[config.mk]
export PLATFORM = sky130hd
export DESIGN_NAME = pe_glb_load_ctrl
export DESIGN_NICKNAME = d
export VERILOG_FILES = /design/src/rtl/pe_glb_load_ctrl.sv
export SDC_FILE = /design/constraint.sdc
export NUM_CORES = 1
export LEC_CHECK = 0
export CAP_MARGIN = 10
export CORE_MARGIN = 10
export CORE_UTILIZATION = 46
export CTS_CLUSTER_SIZE = 20
export DETAILED_ROUTE_END_ITERATION = 10
export GPL_ROUTABILITY_DRIVEN = 0
export GPL_TIMING_DRIVEN = 0
export PLACE_DENSITY = 0.77
export SYNTH_ARGS = -nofsm -noshare
export SYNTH_HDL_FRONTEND = slang
export SYNTH_SLANG_ARGS = --single-unit
[constraint.sdc]
create_clock -name clk -period 3 [get_ports clk]
set_clock_uncertainty 0.1 [all_clocks]
set_input_delay 0.6 -clock clk [delete_from_list [all_inputs] [get_ports clk]]
set_output_delay 0.6 -clock clk [all_outputs]
set_load 0.05 [all_outputs]
[src/rtl/pe_glb_load_ctrl.sv]
// Sequences one weight/ifmap load into a PE from a single shared GLB read port,
// arbitrating round-robin between the weight and feature streams.
module pe_glb_load_ctrl #(
  parameter int unsigned DATA_WIDTH = 16,
  parameter int unsigned ADDR_WIDTH = 8,
  parameter int unsigned LEN_WIDTH  = 8
) (
  input  logic                  clk,
  input  logic                  rst_n,
  input  logic                  cmd_start,
  input  logic [ADDR_WIDTH-1:0] w_base,
  input  logic [LEN_WIDTH-1:0]  w_len,
  input  logic [ADDR_WIDTH-1:0] f_base,
  input  logic [LEN_WIDTH-1:0]  f_len,
  input  logic                  pe_weight_load_ready,
  input  logic                  pe_ifmap_load_ready,
  input  logic [DATA_WIDTH-1:0] glb_rd_data,
  output logic                  glb_rd_en,
  output logic [ADDR_WIDTH-1:0] glb_rd_addr,
  output logic                  start_weight_load,
  output logic                  start_feature_load,
  output logic [DATA_WIDTH-1:0] bus_weight_in,
  output logic                  bus_weight_valid,
  output logic [DATA_WIDTH-1:0] bus_feature_in,
  output logic                  bus_feature_valid,
  output logic                  busy,
  output logic                  done
);

  typedef enum logic [2:0] {IDLE, START, STREAM, DRAIN, DONE} state_t;

  state_t                state;
  logic [ADDR_WIDTH-1:0] w_base_q, f_base_q;
  logic [LEN_WIDTH-1:0]  w_len_q, f_len_q;
  logic [LEN_WIDTH-1:0]  w_cnt, f_cnt;
  logic                  last_f;
  logic                  sel_pipe;
  logic                  w_req, f_req, w_gnt, f_gnt, w_fin, f_fin;

  assign bus_weight_in  = glb_rd_data;
  assign bus_feature_in = glb_rd_data;

  // last_f=1 means feature was granted last, so weight wins the next tie
  always_comb begin
    w_req = (w_cnt < w_len_q) && pe_weight_load_ready;
    f_req = (f_cnt < f_len_q) && pe_ifmap_load_ready;
    w_gnt = (state == STREAM) && w_req && (!f_req || last_f);
    f_gnt = (state == STREAM) && f_req && !w_gnt;
    w_fin = (w_cnt + LEN_WIDTH'(w_gnt)) == w_len_q;
    f_fin = (f_cnt + LEN_WIDTH'(f_gnt)) == f_len_q;
  end

  always_ff @(posedge clk or negedge rst_n) begin
    if (!rst_n) begin
      state              <= IDLE;
      w_base_q           <= '0;
      f_base_q           <= '0;
      w_len_q            <= '0;
      f_len_q            <= '0;
      w_cnt              <= '0;
      f_cnt              <= '0;
      last_f             <= 1'b1;
      sel_pipe           <= 1'b0;
      glb_rd_en          <= 1'b0;
      glb_rd_addr        <= '0;
      start_weight_load  <= 1'b0;
      start_feature_load <= 1'b0;
      bus_weight_valid   <= 1'b0;
      bus_feature_valid  <= 1'b0;
      busy               <= 1'b0;
      done               <= 1'b0;
    end else begin
      start_weight_load  <= 1'b0;
      start_feature_load <= 1'b0;
      done               <= 1'b0;
      glb_rd_en          <= 1'b0;
      bus_weight_valid   <= glb_rd_en & ~sel_pipe;
      bus_feature_valid  <= glb_rd_en & sel_pipe;

      case (state)
        IDLE: begin
          if (cmd_start) begin
            w_base_q           <= w_base;
            f_base_q           <= f_base;
            w_len_q            <= w_len;
            f_len_q            <= f_len;
            w_cnt              <= '0;
            f_cnt              <= '0;
            last_f             <= 1'b1;
            start_weight_load  <= (w_len != '0);
            start_feature_load <= (f_len != '0);
            busy               <= 1'b1;
            state              <= START;
          end
        end
        START: begin
          state <= (w_len_q == '0 && f_len_q == '0) ? DRAIN : STREAM;
        end
        STREAM: begin
          if (w_gnt) begin
            glb_rd_en   <= 1'b1;
            glb_rd_addr <= w_base_q + ADDR_WIDTH'(w_cnt);
            sel_pipe    <= 1'b0;
            w_cnt       <= w_cnt + 1'b1;
            last_f      <= 1'b0;
          end else if (f_gnt) begin
            glb_rd_en   <= 1'b1;
            glb_rd_addr <= f_base_q + ADDR_WIDTH'(f_cnt);
            sel_pipe    <= 1'b1;
            f_cnt       <= f_cnt + 1'b1;
            last_f      <= 1'b1;
          end
          if (w_fin && f_fin) state <= DRAIN;
        end
        DRAIN: begin
          // Once no read is outstanding, both valid registers clear on this edge
          if (!glb_rd_en) begin
            busy  <= 1'b0;
            done  <= 1'b1;
            state <= DONE;
          end
        end
        DONE: begin
          state <= IDLE;
        end
        default: state <= IDLE;
      endcase
    end
  end

endmodule

After elaboration in Yosys (flattened, before gate mapping)
Index checks and enable logic that the tools add are counted.
Widths: inputs -> output; s select.
{ "totals": {"reg_bits": 68, "latchBits": 0, "mem_bits_rw": 0, "romBits": 0, "output_inout_bits": 47, "word_cells": 94, "n_memories": 0} }
{ "op_classes": {"add_sub_neg": 6, "n_mul": 0, "div_mod_pow": 0, "order_cmp": 2, "n_eq_ne": 12, "shift": 0, "n_mux": 28, "n_bitwise": 3, "reduce_logical": 26} }
{ "op_table": {"columns": ["op", "count"], "rows": [
  ["$mux 8", 6],
  ["$pmux 8 s2", 2],
  ["$add 8x1->8", 2],
  ["$add 8x1->8 const B", 2],
  ["$add 8x8->8", 2],
  ["$eq 8x8->1", 2],
  ["$logic_not 8->1", 2],
  ["$lt 8x8->1", 2],
  ["$reduce_bool 8->1", 2],
  ["$mux 1", 14],
  ["$pmux 3 s4", 1],
  ["$reduce_and 3->1", 4],
  ["$ne 2x2->1 const B", 5],
  ["$mux 3", 3],
  ["$logic_and 1x1->1", 8],
  ["$eq 3x2->1 const B", 2],
  ["$reduce_bool 2->1", 3],
  ["$pmux 1 s2", 2],
  ["$reduce_and 2->1", 2],
  ["$reduce_and 4->1", 1],
  ["$eq 3x1->1 const B", 1],
  ["$logic_not 3->1", 1],
  ["$ne 3x3->1 const B", 1],
  ["$and 1x1->1", 2],
  ["4 further kinds", 5]
]} }

Longest topological paths before layout
Gate-level depths: netlist of run 1.
{ "logic_depth": {"ltp_word": 12, "depth_mapped": 16, "mapped_depth_nobuf": 15} }

Worst setup path after synthesis of run 1
OpenSTA, ideal clock, no wires.
{ "synth_timing": {"kind": "register -> register", "from": "register w_len_q[5]", "to": "register state[0]", "arrival_time_ns": 3.098, "t_required_ns": 2.823, "slack_ns": -0.276, "path_stages_with_launch": 16, "n_path_buf": 0, "path_cell_list": "dfrtp_1 inv_1 ha_1 a2111oi_0 nor3_1 a211o_2 nand3_2 inv_1 ha_1 ha_1 xor2_1 nor4_1 o211ai_1 nor3_1 nand4_1 a21oi_1"} }
{ "synth_between": {"elab_chain_cells": 11, "elab_cells_between_ends": 17, "classes_between": "add/sub (2); order compare (1); eq/ne (3); mux (2); reduce/logical (9)"} }
{ "synth_rtl": {"columns": ["item", "line_no", "text"], "rows": [
  ["start, declared", "34", "logic [LEN_WIDTH-1:0] w_len_q, f_len_q;"],
  ["start signal, assigned", "85", "w_len_q <= w_len;"],
  ["$lt 8x8->1", "45", "w_req = (w_cnt < w_len_q) && pe_weight_load_ready;"],
  ["$logic_and 1x1->1", "45", null],
  ["$logic_and 1x1->1 (2 in a row)", "47", "w_gnt = (state == STREAM) && w_req && (!f_req || last_f);"],
  ["$logic_not 1->1", "48", "f_gnt = (state == STREAM) && f_req && !w_gnt;"],
  ["$logic_and 1x1->1", "48", null],
  ["$add 8x1->8", "50", "f_fin = (f_cnt + LEN_WIDTH'(f_gnt)) == f_len_q;"],
  ["$eq 8x8->1", "50", null],
  ["$logic_and 1x1->1", "113", "if (w_fin && f_fin) state <= DRAIN;"],
  ["$ne 2x1->1 (no line)", null, null],
  ["$reduce_and 3->1 (no line)", null, null],
  ["end signal, assigned", "97", "state <= (w_len_q == '0 && f_len_q == '0) ? DRAIN : STREAM;"],
  ["end, declared", "32", "state_t state;"]
]} }
Parallel ways exist; a longest one is shown, timed or not.
A chain may end at the register's enable or synchronous reset.

Worst setup path after layout of run 1
{ "layout_timing": {"from": "register w_len_q[3]", "to": "register state[0]"} }
Same word-level chain as after synthesis.

==> flow_summary.json, run 1 <==
{
  "placed_area_um2": 5610,
  "fin_ws_ps": -281,
  "cts_root_buf": "clkbuf_8",
  "io_buffers": 83,
  "postCtsHoldBufs": 0,
  "dp_slack_ps": -692,
  "yosysSeqAreaShare_pct": 37.6,
  "drc": 0,
  "wl_per_cell_um": 17.9,
  "dp_hpwl_um": 9820,
  "violations": "negative setup slack",
  "clk_latency_ps": 370,
  "cts_tree": "built",
  "synth.largest_area_cell": "dfrtp_1",
  "grtUsageTotal_pct": 18.5,
  "boundaryPins": 100,
  "final_common_cell": "nand2_1",
  "die_w_um": 119,
  "fmax_ghz": 0.305,
  "rsz0062_at_grt": "true",
  "die_area_um2": 14200,
  "max-vdd-ir-drop_mv": 0.582,
  "synth-edff-count": 0,
  "antenna_found_initial": 0,
  "ys_ff_latch": 68,
  "design_area_um2": 6080,
  "clock_sinks": 68,
  "async_reset_ff_share_pct": 100,
  "hold_slack_ps": 255,
  "drt-pass1-iter-count": 5,
  "hold_violations": 0,
  "cp.required_ps": 3180,
  "grt_pass1_vias": 4296,
  "drive_gt1_share_pct": 17.6,
  "setup_viol": 1,
  "final_nets": 714,
  "synth_cell_types": 59,
  "layout_common_cells": "nand2_1, clkdlybuf4s50_1, dfrtp_1",
  "ys_warn_count": 0,
  "cp_data_arrival_time_ps": 3460,
  "cts_buffers": 9,
  "diodes": 0,
  "clkSlewWorstSetupHoldPaths_ps": 70,
  "worst_pin_slew_ps": 904,
  "path_class": "reg2reg",
  "vias_per_cell": 5.47,
  "maxCapViolations": 0,
  "die_h_um": 119,
  "vias": 4170,
  "synthTopCellsByArea": "dfrtp_1, ha_1, nand2_1, buf_4, xnor2_1",
  "maxSlewHeadroom_pct": 39.7,
  "period_share_pct": 109,
  "crit_path_max_fanout": 3,
  "synth_top_area_share_pct": 37.1,
  "initial_core_util_pct": 46.7,
  "hp-class": "in2async",
  "row_count": 36,
  "outcome": "finished with violations",
  "syn_nets": 598,
  "syn_area_per_cell_um2": 8.89,
  "antenna_left": 0,
  "overflow": 0,
  "grt_pass1_wl_um": 21400,
  "powerDensity_nw_per_um2": 893,
  "synth_flop_cell": "dfrtp_1",
  "mappedNetlistArea_um2": 4520,
  "fp.coreArea_um2": 9680,
  "area_delta_synth_final_pct": 34.4,
  "leakagePower_nw": 2.71,
  "post-route-min-period_ps": 3280,
  "drv_slew": 0,
  "start_kind": "flip-flop",
  "wirelength_um": 13700,
  "cts.path.max_buffers": 2,
  "first_iter_violations": 356,
  "grt_max_degree": 69,
  "htree_levels": 3,
  "cp-end-kind": "flip-flop",
  "netlist_instances": 509
}
-- final timing paths --
check	end	slack [ps]	start	depth (start not counted)
max	state[0]	-280	w_len_q[3]	15
min	f_cnt[1]	250	rst_n	1
max reg2reg	state[0]	-280	w_len_q[3]	15
min reg2reg	bus_weight_valid	380	sel_pipe	1
max in group asynchronous	f_cnt[7]	1880	rst_n	1
min in group clk	bus_weight_valid	380	sel_pipe	1
-- area by class of cell --
cell class | count | area (um^2)
clock buffers | 13 | 139
plain buffers | 48 | 313
clock inverters | 3 | 65.1
repair buffers | 105 | 993
fillers | 823 | 3600
well taps | 133 | 166
inverters | 30 | 113
flip-flops and latches | 68 | 1710
multi-input cells | 363 | 2580
-- critical path, stage by stage, from the launching register on --
cell and delay (ps):
dfrtp_1 400, inv_1 110, ha_2 300, a2111oi_4 260, nor3_4 90, a211o_2 380
nand3_4 100, inv_2 40, ha_4 160, ha_4 200, xor2_1 140, nor4_1 320
o211ai_1 190, nor3_2 140, nand4_1 100, a21oi_1 170
-- cells in the mapped netlist, types with 3 or more instances --
cell type / number
a2111oi_0: 3
a21oi_1: 19
a31oi_1: 4
and2_1: 3
and3_1: 6
buf_4: 32
clkbuf_1: 14
dfrtp_1: 67
ha_1: 34
inv_1: 29
mux2i_1: 5
nand2_1: 88
nand2b_1: 3
nand3_1: 11
nand4_1: 7
nor2_1: 18
nor2b_1: 9
nor3_1: 12
nor4_1: 9
o211ai_1: 5
o21a_1: 9
o21ai_0: 33
o31a_1: 3
o31ai_1: 8
or4_1: 4
xnor2_1: 20
xor2_1: 13
-- registers in the layout, indices dropped and copies added, names as in the netlist, 3 cells and up --
register	cells
f_base_q	8
f_cnt	8
f_len_q	8
glb_rd_addr	8
state	3
w_base_q	8
w_cnt	8
w_len_q	8
-- where the power goes --
part           switching [W]  internal [W]  leakage (nW)
logic                0.00175       0.00121          1.76
registers           0.000345       0.00129         0.849
clock network       0.000370      0.000469         0.102
total                0.00247       0.00296          2.71
-- logic make-up (layout without fill, tap and decap cells) --
family	count (synthesis)	after routing	synth area share [%]
xor gates and xnor gates	33	33	6.39
AOI/OAI and AO/OA	103	103	14.9
DFF	68	68	37.6
and+or+nand+nor	184	184	20.0
muxes	7	7	1.60
buffers and inverters	78	199	9.18
adders and majority gates	36	36	10.3
-- routing by layer --
layer	track usage (%)	vias to the layer above	wire length (um)
met1	23.3	1986	5850
met4	6.49	0	268
met5	0	-	0
li1	-	1982	-
met3	4.87	22	1090
met2	30.0	180	6450
-- per-stage QoR --
| step | util (%) | cells | power, W | TNS, ps |
|---|---|---|---|---|
| 6_report | 62.8 | 763 | 0.00543 | -281 |
| 5_1_grt | 62.8 | 763 | 0.00574 | -378 |
| 4_1_cts | 62.4 | 762 | 0.00536 | -96.0 |
| 3_5_place_dp | 57.9 | 725 | 0.00431 | -1560 |
| 3_3_place_gp | 58.0 | 725 | 0.00421 | -73540 |
| 2_1_floorplan | - | 509 | 0.00348 | -47.7 |
-- repair_timing --
| action | 4_1_cts | 5_1_grt |
|---|---|---|
| resized for setup | 19 | 6 |
| endpoints found under the setup margin | 1 | 1 |
| hold endpoints to repair | 0 | 0 |
| pin swaps | 13 | 3 |
| setup buffers | 21 | 1 |
(Power assumes the default switching activity.)
==> run 2: changes to the inputs <==
--- a/config.mk
+++ b/config.mk
@@ -7,12 +7,12 @@
 export LEC_CHECK = 0
 export CAP_MARGIN = 10
 export CORE_MARGIN = 10
-export CORE_UTILIZATION = 46
+export CORE_UTILIZATION = 47
 export CTS_CLUSTER_SIZE = 20
 export DETAILED_ROUTE_END_ITERATION = 10
+export DONT_BUFFER_PORTS = 1
 export GPL_ROUTABILITY_DRIVEN = 0
 export GPL_TIMING_DRIVEN = 0
-export PLACE_DENSITY = 0.77
 export SYNTH_ARGS = -nofsm -noshare
 export SYNTH_HDL_FRONTEND = slang
 export SYNTH_SLANG_ARGS = --single-unit
==> flow_summary.json, run 2 (same netlist as run 1, synthesis figures left out) <==
{
  "clk_latency_ps": 350,
  "cts_buffers": 9,
  "drv_slew": 0,
  "first_iter_violations": 222,
  "cp_slowest_cell": "dfrtp_1",
  "fmax_ghz": 0.318,
  "maxCapViolations": 0,
  "clkSlewWorstSetupHoldPaths_ps": 80,
  "post-route-min-period_ps": 3140,
  "io_buffers": 0,
  "antenna_found_initial": 0,
  "reg2reg_slack_ps": -140,
  "htree_levels": 3,
  "wl_per_cell_um": 19.2,
  "violations": "negative setup slack",
  "die_area_um2": 13900,
  "crit_chain": "inv_2 > ha_4 > and2_1 > o21a_1 > a21o_1 > o21ai_4 > inv_2 > buf_8 > ha_4 > ha_4 > xor2_1 > nor4_1 > o211ai_1 > nor3_1 > nand4_1 > a21oi_1",
  "powerDensity_nw_per_um2": 946,
  "hold_violations": 0,
  "cts_root_buf": "clkbuf_8",
  "rsz0062_at_grt": "true",
  "outcome": "finished with violations",
  "drive_gt1_share_pct": 20.1,
  "grt_pass1_wl_um": 20700,
  "path_class": "reg2reg",
  "clock_sinks": 68,
  "hold_slack_ps": 21.8,
  "dp_hpwl_um": 9390,
  "hp-class": "in2async",
  "p_switching_w": 0.00237,
  "placedCellCount": 638,
  "final_nets": 632,
  "met1Wirelength_um": 5580,
  "final_common_cell": "nand2_1",
  "finalPower_w": 0.00497,
  "fin_ws_ps": -142,
  "cts.path.max_buffers": 2,
  "die_h_um": 118,
  "boundaryPins": 100,
  "drt-pass1-iter-count": 5,
  "power_frac_clock_pct": 13.6,
  "start_kind": "flip-flop",
  "initial_core_util_pct": 48.5,
  "share_comb_of_total_power_pct": 46.9,
  "antenna_left": 0,
  "cp.required_ps": 3170,
  "wirelength_um": 13000,
  "die_w_um": 118,
  "area_delta_synth_final_pct": 16.0,
  "grt_pass1_vias": 3905,
  "diodes": 0,
  "crit_top_cell": "ha_4",
  "cts_tree": "built",
  "cp_data_arrival_time_ps": 3310,
  "intPower_w": 0.00260,
  "leakagePower_nw": 2.37,
  "seqPwrFrac_pct": 39.5,
  "worst_pin_slew_ps": 780,
  "period_share_pct": 105,
  "layout.cells.non_filler": 677,
  "max-vdd-ir-drop_mv": 0.655,
  "grtUsageTotal_pct": 18.3,
  "crit_path_max_fanout": 10,
  "placed_area_um2": 4780,
  "nFillCells": 868,
  "vias_per_cell": 5.61,
  "grt_max_degree": 68,
  "cp-end-kind": "flip-flop",
  "setup_viol": 1,
  "max_stage_delay_ps": 400,
  "switching_share_pct": 47.7,
  "vias": 3795,
  "overflow": 0,
  "layout_common_cells": "nand2_1, dfrtp_1, buf_4",
  "design_area_um2": 5250,
  "fp.coreArea_um2": 9330,
  "row_count": 35,
  "top_layer_used": "met4",
  "drc": 0,
  "maxSlewHeadroom_pct": 47.3,
  "wl_met2_um": 6130,
  "dr_wl_met3_um": 999
}
==> run 2: timing repair <==
item / CTS / global route
gates cloned: 0 / 0
hold buffers: 2 / 0
setup endpoints to repair: 1 / 1
pin swaps: 11 / 6
resized for setup: 20 / 8
buffers inserted: 18 / 3
endpoints found under the hold margin: 67 / 0
==> run 2: cell type report <==
class,count,area [um^2],area share [%]
Clock buffer,16,160,3.05
Tap cell,129,161,3.08
Multi-Input combinational cell,363,2590,49.4
Buffer,48,313,5.96
Sequential cell,68,1710,32.7
Timing Repair Buffer,23,195,3.72
Inverter,30,113,2.15
==> run 2: worst paths after layout <==
| path | from | endpoint | depth (start not counted) |
|---|---|---|---|
| worst max-delay path | f_len_q[4] | state[0] | 16 |
| worst min-delay path | rst_n | start_weight_load | 1 |
| worst max register to register | f_len_q[4] | state[0] | 16 |
| worst min register to register | sel_pipe | bus_weight_valid | 1 |
| max in group asynchronous | rst_n | last_f | 1 |
| min in group clk | w_len[0] | w_len_q[0] | 2 |
==> run 2: worst max-delay path, delay by kind of cell, from the launching register on <==
kind | cells | cell delay (ps)
AO/OA/AOI/OAI | 5 | 840
buffers and inverters | 3 | 320
XOR/XNOR | 1 | 130
adder cells (fa/ha/maj) | 3 | 590
flip-flops | 1 | 400
AND/OR/NAND/NOR | 4 | 690
==> run 2: through the flow <==
stage	setup slack [ps]	TNS (ps)	utilization, %
after floorplan	-47.7	-47.7	-
after global placement	-433	-433	51.2
after detailed placement	-486	-486	51.2
after CTS	-112	-112	55.6
after global routing	-306	-306	56.3
final	-142	-142	56.3
==> run 2: routing by layer <==
metal	up-vias	GRT usage, %
met5	-	0
met1	1833	22.6
met2	127	29.7
met4	0	6.41
li1	1811	-
met3	24	5.42
==> run 2: power by group through the flow <==
stage | sequential, W | clock [W] | combinational, W
2_1_floorplan | 0.00186 | 0 | 0.00161
3_3_place_gp | 0.00200 | 0 | 0.00199
3_5_place_dp | 0.00200 | 0 | 0.00204
4_1_cts | 0.00196 | 0.000688 | 0.00228
5_1_grt | 0.00202 | 0.000726 | 0.00261
6_report | 0.00196 | 0.000675 | 0.00233
